$ cat src/rtl/dso100_rgb565_video_capture.sv
// RGB565 parallel video capture into AXI4-Stream (TUSER = start of frame, TLAST = end of line).
// Input register -> one-pixel hold stage (supplies TLAST look-ahead) -> FIFO -> registered AXIS output.
// Measures the active geometry of each frame; the result is published on every vsync rising edge.
module dso100_rgb565_video_capture #(
    parameter int SYNC_POL   = 1,
    parameter int FIFO_DEPTH = 16,
    parameter int CNT_W      = 12
) (
    input  logic             CLK,
    input  logic             RST_N,
    input  logic [15:0]      HD_D,
    input  logic             HD_DE,
    input  logic             HD_HSYNC,
    input  logic             HD_VSYNC,
    output logic [31:0]      M_AXIS_TDATA,
    output logic             M_AXIS_TVALID,
    input  logic             M_AXIS_TREADY,
    output logic             M_AXIS_TUSER,
    output logic             M_AXIS_TLAST,
    output logic [CNT_W-1:0] FRAME_WIDTH,
    output logic [CNT_W-1:0] FRAME_HEIGHT,
    output logic             FRAME_DONE,
    output logic             OVERFLOW,
    input  logic             CLR_OVF
);

    localparam int             AW       = $clog2(FIFO_DEPTH);
    localparam logic           SYNC_INV = (SYNC_POL == 0);
    localparam logic [AW:0]    DEPTH_V  = (AW + 1)'(FIFO_DEPTH);

    typedef enum logic [1:0] {WAIT_VS, ARMED, ACTIVE} state_t;

    logic [1:0]       rst_pipe;
    logic             rst_sync_n;
    logic [15:0]      s1_d;
    logic             s1_de, s1_hs, s1_vs;
    logic             vs_prev, de_prev;
    logic             vs_rise, de_fall;
    logic [23:0]      px24;
    state_t           state, state_nxt;
    logic             load;
    logic             hold_valid, hold_user;
    logic [23:0]      hold_data;
    logic             full, ovf_evt, mem_wr, mem_rd;
    logic [25:0]      mem [FIFO_DEPTH];
    logic [AW-1:0]    wr_ptr, rd_ptr;
    logic [AW:0]      mem_cnt, occ;
    logic             out_valid, out_user, out_last;
    logic [23:0]      out_data;
    logic [CNT_W-1:0] pix_cnt, last_width, line_cnt;
    logic             sync_unused;

    // Reset synchronizer: asynchronous assertion, release aligned to CLK.
    always_ff @(posedge CLK or negedge RST_N) begin
        if (!RST_N) rst_pipe <= '0;
        else        rst_pipe <= {rst_pipe[0], 1'b1};
    end
    assign rst_sync_n = rst_pipe[1];

    // Stage 1: register the bus and normalise syncs to active-high.
    always_ff @(posedge CLK or negedge rst_sync_n) begin
        if (!rst_sync_n) begin
            s1_d    <= '0;
            s1_de   <= 1'b0;
            s1_hs   <= 1'b0;
            s1_vs   <= 1'b0;
            vs_prev <= 1'b0;
            de_prev <= 1'b0;
        end else begin
            s1_d    <= HD_D;
            s1_de   <= HD_DE;
            s1_hs   <= HD_HSYNC ^ SYNC_INV;
            s1_vs   <= HD_VSYNC ^ SYNC_INV;
            vs_prev <= s1_vs;
            de_prev <= s1_de;
        end
    end

    // Line structure comes from DE; HSYNC is captured but not otherwise needed.
    assign sync_unused = s1_hs;
    assign vs_rise     = s1_vs & ~vs_prev;
    assign de_fall     = ~s1_de & de_prev;
    assign px24        = {s1_d[15:11], s1_d[15:13], s1_d[10:5], s1_d[10:9], s1_d[4:0], s1_d[4:2]};

    // The held pixel is written every cycle it is valid; overflow is judged on occupancy before any read.
    assign occ     = mem_cnt + {{AW{1'b0}}, out_valid};
    assign full    = (occ == DEPTH_V);
    assign ovf_evt = hold_valid & full;
    assign mem_wr  = hold_valid & ~full;
    assign mem_rd  = (mem_cnt != '0) & (~out_valid | M_AXIS_TREADY);

    // Capture FSM: next state and hold-stage load enable.
    always_comb begin
        state_nxt = state;
        load      = 1'b0;
        case (state)
            WAIT_VS: if (vs_rise) state_nxt = ARMED;
            ARMED: begin
                if (s1_de) begin
                    load      = 1'b1;
                    state_nxt = ACTIVE;
                end
            end
            ACTIVE: begin
                load = s1_de;
                if (vs_rise) state_nxt = ARMED;
            end
            default: state_nxt = WAIT_VS;
        endcase
        if (ovf_evt) begin
            state_nxt = WAIT_VS;
            load      = 1'b0;
        end
    end

    // Capture FSM state register.
    always_ff @(posedge CLK or negedge rst_sync_n) begin
        if (!rst_sync_n) state <= WAIT_VS;
        else             state <= state_nxt;
    end

    // Stage 2: hold the latest captured pixel until the following sample decides TLAST.
    always_ff @(posedge CLK or negedge rst_sync_n) begin
        if (!rst_sync_n) begin
            hold_valid <= 1'b0;
            hold_user  <= 1'b0;
            hold_data  <= '0;
        end else begin
            hold_valid <= load;
            if (load) begin
                hold_data <= px24;
                hold_user <= (state == ARMED);
            end
        end
    end

    // FIFO storage: {TUSER, TLAST, RGB888}.
    always_ff @(posedge CLK) begin
        if (mem_wr) mem[wr_ptr] <= {hold_user, ~s1_de, hold_data};
    end

    // FIFO pointers and fill count.
    always_ff @(posedge CLK or negedge rst_sync_n) begin
        if (!rst_sync_n) begin
            wr_ptr  <= '0;
            rd_ptr  <= '0;
            mem_cnt <= '0;
        end else begin
            if (mem_wr) wr_ptr <= wr_ptr + 1'b1;
            if (mem_rd) rd_ptr <= rd_ptr + 1'b1;
            case ({mem_wr, mem_rd})
                2'b10:   mem_cnt <= mem_cnt + 1'b1;
                2'b01:   mem_cnt <= mem_cnt - 1'b1;
                default: mem_cnt <= mem_cnt;
            endcase
        end
    end

    // AXIS output register; it counts toward FIFO occupancy so total buffering equals FIFO_DEPTH.
    always_ff @(posedge CLK or negedge rst_sync_n) begin
        if (!rst_sync_n) begin
            out_valid <= 1'b0;
            out_user  <= 1'b0;
            out_last  <= 1'b0;
            out_data  <= '0;
        end else if (mem_rd) begin
            out_valid                      <= 1'b1;
            {out_user, out_last, out_data} <= mem[rd_ptr];
        end else if (M_AXIS_TREADY) begin
            out_valid <= 1'b0;
        end
    end

    assign M_AXIS_TDATA  = {8'h00, out_data};
    assign M_AXIS_TVALID = out_valid;
    assign M_AXIS_TUSER  = out_user;
    assign M_AXIS_TLAST  = out_last;

    // Sticky overflow flag; a new overflow beats a same-cycle clear.
    always_ff @(posedge CLK or negedge rst_sync_n) begin
        if (!rst_sync_n)  OVERFLOW <= 1'b0;
        else if (ovf_evt) OVERFLOW <= 1'b1;
        else if (CLR_OVF) OVERFLOW <= 1'b0;
    end

    // Geometry counters run in every capture state, including overflow recovery.
    always_ff @(posedge CLK or negedge rst_sync_n) begin
        if (!rst_sync_n) begin
            pix_cnt      <= '0;
            last_width   <= '0;
            line_cnt     <= '0;
            FRAME_WIDTH  <= '0;
            FRAME_HEIGHT <= '0;
            FRAME_DONE   <= 1'b0;
        end else begin
            FRAME_DONE <= vs_rise;
            if (s1_de) begin
                if (pix_cnt != '1) pix_cnt <= pix_cnt + 1'b1;
            end else if (de_prev) begin
                last_width <= pix_cnt;
                pix_cnt    <= '0;
            end
            if (vs_rise) begin
                FRAME_WIDTH  <= last_width;
                FRAME_HEIGHT <= line_cnt;
                line_cnt     <= '0;
            end else if (de_fall && line_cnt != '1) begin
                line_cnt <= line_cnt + 1'b1;
            end
        end
    end

endmodule

$ cat config.mk
export PLATFORM = sky130hd
export DESIGN_NAME = dso100_rgb565_video_capture
export DESIGN_NICKNAME = d
export VERILOG_FILES = /design/src/rtl/dso100_rgb565_video_capture.sv
export SDC_FILE = /design/constraint.sdc
export NUM_CORES = 1
export LEC_CHECK = 0
export CELL_PAD_IN_SITES_DETAIL_PLACEMENT = 0
export CELL_PAD_IN_SITES_GLOBAL_PLACEMENT = 1
export CORE_MARGIN = 2
export CORE_UTILIZATION = 34
export DETAILED_ROUTE_END_ITERATION = 10
export GPL_ROUTABILITY_DRIVEN = 0
export PLACE_DENSITY_LB_ADDON = 0.1
export SLEW_MARGIN = 10
export SYNTH_ARGS = -nofsm -noshare
export SYNTH_HDL_FRONTEND = slang
export SYNTH_SLANG_ARGS = --single-unit
export TNS_END_PERCENT = 50
$ cat constraint.sdc
create_clock -name CLK -period 9.9 [get_ports CLK]
set_input_delay 1.485 -clock CLK [delete_from_list [all_inputs] [get_ports CLK]]
set_output_delay 1.485 -clock CLK [all_outputs]
set_load 0.02 [all_outputs]
==> impl_metrics.env, run 1 <==
export IMPL_status="complete, no violations"
export IMPL_cts_tree="built"
export IMPL_grt_start_max_net_pins=55
export IMPL_ys_warn_count=0
export IMPL_cts_buffers=46
export IMPL_drv_cap=0
export IMPL_synth_seq_cells=424
export IMPL_seq_area_frac_synth=0.721
export IMPL_rsz0062_at_grt="no"
export IMPL_drt_iter0_drc=497
export IMPL_htreeDepth=2
export IMPL_finalHoldViolations=0
export IMPL_multi_input_area_um2=4330
export IMPL_end_kind="register"
export IMPL_routedWlPerCell_um=20.4
export IMPL_synth_xor_area_frac=0.0110
export IMPL_syn_area_um2=16700
export IMPL_root_buffer="clkbuf_16"
export IMPL_dpl_hpwl_um=20300
export IMPL_netlist_area_leader_share=0.517
export IMPL_drt_total_wl_um=36200
export IMPL_synthToLayoutAreaGrowth_pct=17.5
export IMPL_synth_area_per_cell_um2=17.1
export IMPL_drive_gt1_frac=0.193
export IMPL_die_height_um=226
export IMPL_insertedDiodeCount=0
export IMPL_synth_edf_count=288
export IMPL_synth_cells=980
export IMPL_initial_core_util=0.343
export IMPL_synth_area_leaders="edfxtp_1 (52%), dfrtp_1 (20%), mux4_2 (9.7%)"
export IMPL_tightest_slew_ns=0.972
export IMPL_die_area_um2=50900
export IMPL_die_width_um=226
export IMPL_timing_setup_tns_ns=0
export IMPL_slew_headroom=0.352
export IMPL_period_needed_ns=4.05
export IMPL_cts_resized=0
export IMPL_portBuffers=74
export IMPL_first_pass_iters=4
export IMPL_layout_nets=1110
export IMPL_synth_fa_ha_area_frac=0.0139
export IMPL_clock_sinks=424
export IMPL_yosys_top_cells_count="edfxtp_1 (288), dfrtp_1 (136), nand2_1 (133)"
export IMPL_antenna_found_initial=0
export IMPL_clk_pin_slew_ns=0.06
export IMPL_grtUsageTotal=0.148
export IMPL_ios=84
export IMPL_max_freq_mhz=247
export IMPL_post_synth_top_count_cell="edfxtp_1"
export IMPL_setup_violations=0
export IMPL_crit_required_ns=10.35
export IMPL_yosys_most_used_dff="edfxtp_1"
export IMPL_post_synth_num_cell_types=51
export IMPL_post_cts_buffers=0
export IMPL_leakage_uw=0.00725
export IMPL_cp_start_kind="input port"
export IMPL_synthMuxAreaShare=0.144
export IMPL_min_period_over_period=0.409
export IMPL_synth_async_reset_ratio=0.321
export IMPL_grt_pass1_wl_um=55900
export IMPL_vias_per_cell=4.72
export IMPL_synth_top_area_cell="edfxtp_1"
export IMPL_clk_latency_ns=0.56
export IMPL_synth_top_family_by_area="multiplexers"
export IMPL_n_fill_cell=4453
export IMPL_cts_max_path_buffers=3
export IMPL_max_vdd_ir_drop_v=0.000129
export IMPL_min_path_type="reg -> async"
export IMPL_cts_hold_buffers_added=0
export IMPL_grt_ovfl_total=0
export IMPL_seq_area_um2=12100
export IMPL_worstSetupPathType="in -> reg"
export IMPL_fin_area_um2=19600
export IMPL_yosys_area_share_simple=0.0597
export IMPL_grt_pass1_vias=8803
export IMPL_placed_area_um2=18200
export IMPL_rows=81
export IMPL_num_vias=8365
export IMPL_clock_skew_ns=0.0143
export IMPL_pwr_density_cell_nw_per_um2=284
export IMPL_synth_compound_area_frac=0.0264
export IMPL_drc=0
export IMPL_detail_route_antenna_nets=0
export IMPL_drv_slew=0
export IMPL_worstPathMaxFanout=39
export IMPL_cp_arrival_ns=4.50
export IMPL_core_um2=48700
-- cell families after synthesis --
logic type | count (synthesis)
other cells | 2
xor+xnor | 21
fa+ha+maj | 18
buf+inv | 78
flops | 424
simple gates | 220
mux | 142
compound gates | 75
-- through the flow --
step	std cells	util	total power (µW)	setup slack (ns)	hold WS, ns
final	1771	0.403	5570	5.85	0.301
after global routing	1771	0.403	5890	5.65	0.361
after CTS	1771	0.403	5680	5.84	0.348
after detailed placement	1685	0.373	4000	5.24	0.337
after global placement	1685	0.373	3980	5.20	0.333
after floorplan	987	-	3510	5.83	0.331
-- per-layer routing --
| metal | GRT usage | vias to the layer above | routed length (µm) |
|---|---|---|---|
| li1 | - | 3850 | - |
| met1 | 0.203 | 4337 | 16800 |
| met2 | 0.240 | 135 | 17200 |
| met3 | 0.0286 | 43 | 1550 |
| met4 | 0.0442 | 0 | 680 |
| met5 | 0 | - | 0 |
-- final cells by class --
cell class / count / share of cell area
Sequential cell: 424 / 0.614
Multi-Input combinational cell: 485 / 0.220
Clock buffer: 81 / 0.0716
Timing Repair Buffer: 94 / 0.0454
Tap cell: 664 / 0.0423
Inverter: 18 / 0.00344
Clock inverter: 5 / 0.00268
-- worst max-delay path, stage by stage --
cell and delay, ns:
clkdlybuf4s50_1 0.39, nand2b_1 0.19, o21ai_4 0.07, buf_4 0.50, inv_1 0.20, ha_1 0.29
ha_1 0.33, nor2b_1 0.14, o21ai_0 0.22, a21oi_1 0.10, or3b_2 0.45, xnor2_1 0.13
-- registers in the layout (all words and copies together), names as in the netlist, 2 cells and up --
register / flops
mem_cnt: 5
hold_data: 16
line_cnt: 12
s1_d: 16
rd_ptr: 4
rst_pipe: 2
pix_cnt: 12
wr_ptr: 4
FRAME_WIDTH: 12
last_width: 12
mem: 288
state: 2
FRAME_HEIGHT: 12
out_data: 16
-- path summary, 6_finish.rpt --
check,slack [ns],endpoint,startpoint,depth (start not counted)
min in group CLK,0.35,rst_pipe[1],rst_pipe[0],0
max in group asynchronous,7.85,s1_d[10],rst_pipe[1],2
min,0.30,mem_cnt[3],rst_pipe[1],0
max,5.85,mem_cnt[4],M_AXIS_TREADY,12
min reg2reg,0.30,mem_cnt[3],rst_pipe[1],0
max reg2reg,6.06,mem_cnt[4],mem_cnt[0],13
-- where the power goes --
group	internal [µW]	total, µW	switching [µW]
combinational	666	1300	638
clock	984	1660	674
sequential	2280	2610	329
total	3930	5570	1640
-- cells in the final DEF, fill, tap and decap left out, types with 4 or more instances in the layout --
master / instances
edfxtp_1: 288
mux2_4: 9
mux4_2: 72
and3_2: 5
nand4_1: 6
nand3_1: 10
nand2_1: 133
nor2b_1: 4
a21oi_1: 25
o21ai_0: 28
clkbuf_1: 26
and3_1: 13
xor2_1: 9
dfrtp_1: 132
nor3_1: 6
mux2_2: 38
clkdlybuf4s50_1: 74
nor2_1: 23
conb_1: 9
mux2i_1: 23
clkbuf_16: 49
buf_4: 20
xnor2_1: 12
inv_1: 18
clkbuf_8: 6
nand2b_1: 4
ha_1: 17
No activity file was read; power rests on OpenSTA's default activity.
==> run 2: changes to the inputs <==
==> constraint.sdc (replaced) <==
create_clock -name CLK -period 4.15 [get_ports CLK]
set_input_delay 0.6225 -clock CLK [delete_from_list [all_inputs] [get_ports CLK]]
set_output_delay 0.6225 -clock CLK [all_outputs]
set_load 0.02 [all_outputs]
==> impl_metrics.env, run 2 (synthesis results as in run 1) <==
export IMPL_slew_headroom=0.248
export IMPL_grtUsageTotal=0.148
export IMPL_detail_route_antenna_nets=0
export IMPL_final_cell_mix="edfxtp_1 (288), nand2_1 (133), dfrtp_1 (132)"
export IMPL_antenna_found_initial=1
export IMPL_rsz0062_at_grt="no"
export IMPL_reg2reg_slack_ns=0.62
export IMPL_clock_sinks=424
export IMPL_cts_resized=0
export IMPL_min_period_over_period=0.850
export IMPL_cp_start_kind="register"
export IMPL_pwr_density_cell_nw_per_um2=687
export IMPL_largest_reg_flops=288
export IMPL_tightest_slew_ns=1.13
export IMPL_max_vdd_ir_drop_v=0.000327
export IMPL_synthToLayoutAreaGrowth_pct=18.7
export IMPL_drt_total_wl_um=36700
export IMPL_vias_per_cell=4.74
export IMPL_min_path_type="in -> async"
export IMPL_regMostFlops="mem"
export IMPL_die_height_um=226
export IMPL_num_vias=8457
export IMPL_status="complete, no violations"
export IMPL_first_pass_iters=4
export IMPL_grt_start_max_net_pins=82
export IMPL_cts_buffers=48
export IMPL_initial_core_util=0.343
export IMPL_clk_pin_slew_ns=0.06
export IMPL_core_um2=48700
export IMPL_crit_required_ns=4.61
export IMPL_drt_iter0_drc=463
export IMPL_worstPathMaxFanout=5
export IMPL_clock_skew_ns=0.0158
export IMPL_cts_tree="built"
export IMPL_routedWlPerCell_um=20.6
export IMPL_cts_hold_buffers_added=0
export IMPL_ios=84
export IMPL_drive_gt1_frac=0.203
export IMPL_insertedDiodeCount=0
export IMPL_rows=81
export IMPL_worstSetupPathType="reg -> reg"
export IMPL_drv_slew=0
export IMPL_setup_violations=0
export IMPL_root_buffer="clkbuf_16"
export IMPL_timing_setup_tns_ns=0
export IMPL_cp_arrival_ns=3.99
export IMPL_layout_nets=1120
export IMPL_grt_pass1_vias=8730
export IMPL_clk_latency_ns=0.57
export IMPL_portBuffers=74
export IMPL_grt_ovfl_total=0
export IMPL_finalHoldViolations=0
export IMPL_max_freq_mhz=283
export IMPL_die_width_um=226
export IMPL_drv_cap=0
export IMPL_htreeDepth=2
export IMPL_end_kind="register"
export IMPL_post_cts_buffers=0
export IMPL_final_common_cell="edfxtp_1"
export IMPL_leakage_uw=0.00736
export IMPL_die_area_um2=50900
export IMPL_grt_pass1_wl_um=55400
export IMPL_period_needed_ns=3.53
export IMPL_drc=0
export IMPL_post_route_util=0.407
export IMPL_dpl_hpwl_um=20600
export IMPL_cts_max_path_buffers=3
## run 2: cell types whose count changed in the layout (fill, tap and decap cells not counted), moves of 3 or more
cell        change
clkbuf_1       -16
clkinv_1       +10
buf_4           +6
and3_1          +5
and3_2          -5
bufinv_16       +4
clkbuf_8        -3
clkinvlp_4      +3
## run 2: per-layer routing
| metal | track usage | routed length [µm] | part of all wire |
|---|---|---|---|
| met5 | 0 | 13 | 0.00035 |
| met4 | 0.0485 | 847 | 0.023 |
| met3 | 0.0239 | 1290 | 0.035 |
| met2 | 0.236 | 17500 | 0.48 |
| met1 | 0.206 | 17000 | 0.46 |
## run 2: cell type report
class / count / area, µm²
Clock inverter: 28 / 278
Timing Repair Buffer: 102 / 976
Inverter: 18 / 67.6
Sequential cell: 424 / 12100
Multi-Input combinational cell: 485 / 4320
Fill cell: 4405 / 28900
Tap cell: 664 / 831
Clock buffer: 62 / 1310
## run 2: through the flow
step,hold WS (ns),instances,total power [µW],area (µm²),setup slack [ns]
2_1_floorplan,0.327,987,8380,16700,0.0803
3_3_place_gp,0.334,1693,9570,18300,0.593
3_5_place_dp,0.338,1693,9610,18300,0.601
4_1_cts,0.175,1783,13900,19800,0.592
5_1_grt,0.193,1783,14400,19800,0.375
6_report,0.211,1783,13600,19800,0.621
## run 2: power breakdown
part / switching (µW) / leakage, µW / internal [µW]
clock network: 1690 / 0.000761 / 2530
registers: 929 / 0.00432 / 5430
logic: 1410 / 0.00227 / 1630
## run 2: worst paths after layout
check | start | cells after the start | endpoint
min reg2reg | rst_pipe[0] | 0 | rst_pipe[1]
min | RST_N | 1 | rst_pipe[1]
min in group CLK | rst_pipe[0] | 0 | rst_pipe[1]
max | mem_cnt[0] | 13 | mem_cnt[4]
max reg2reg | mem_cnt[0] | 13 | mem_cnt[4]
max in group asynchronous | rst_pipe[1] | 1 | hold_data[22]
## run 2: worst max-delay path: stages, from the launching register on
cell and delay, ns:
dfrtp_1 0.43, ha_1 0.24, ha_1 0.29, or4b_1 0.53
o211a_1 0.25, inv_1 0.05, ha_1 0.22, inv_1 0.10
fa_1 0.40, nor2b_1 0.12, o21ai_0 0.11, nand3_1 0.09
or3b_2 0.45, xnor2_1 0.13
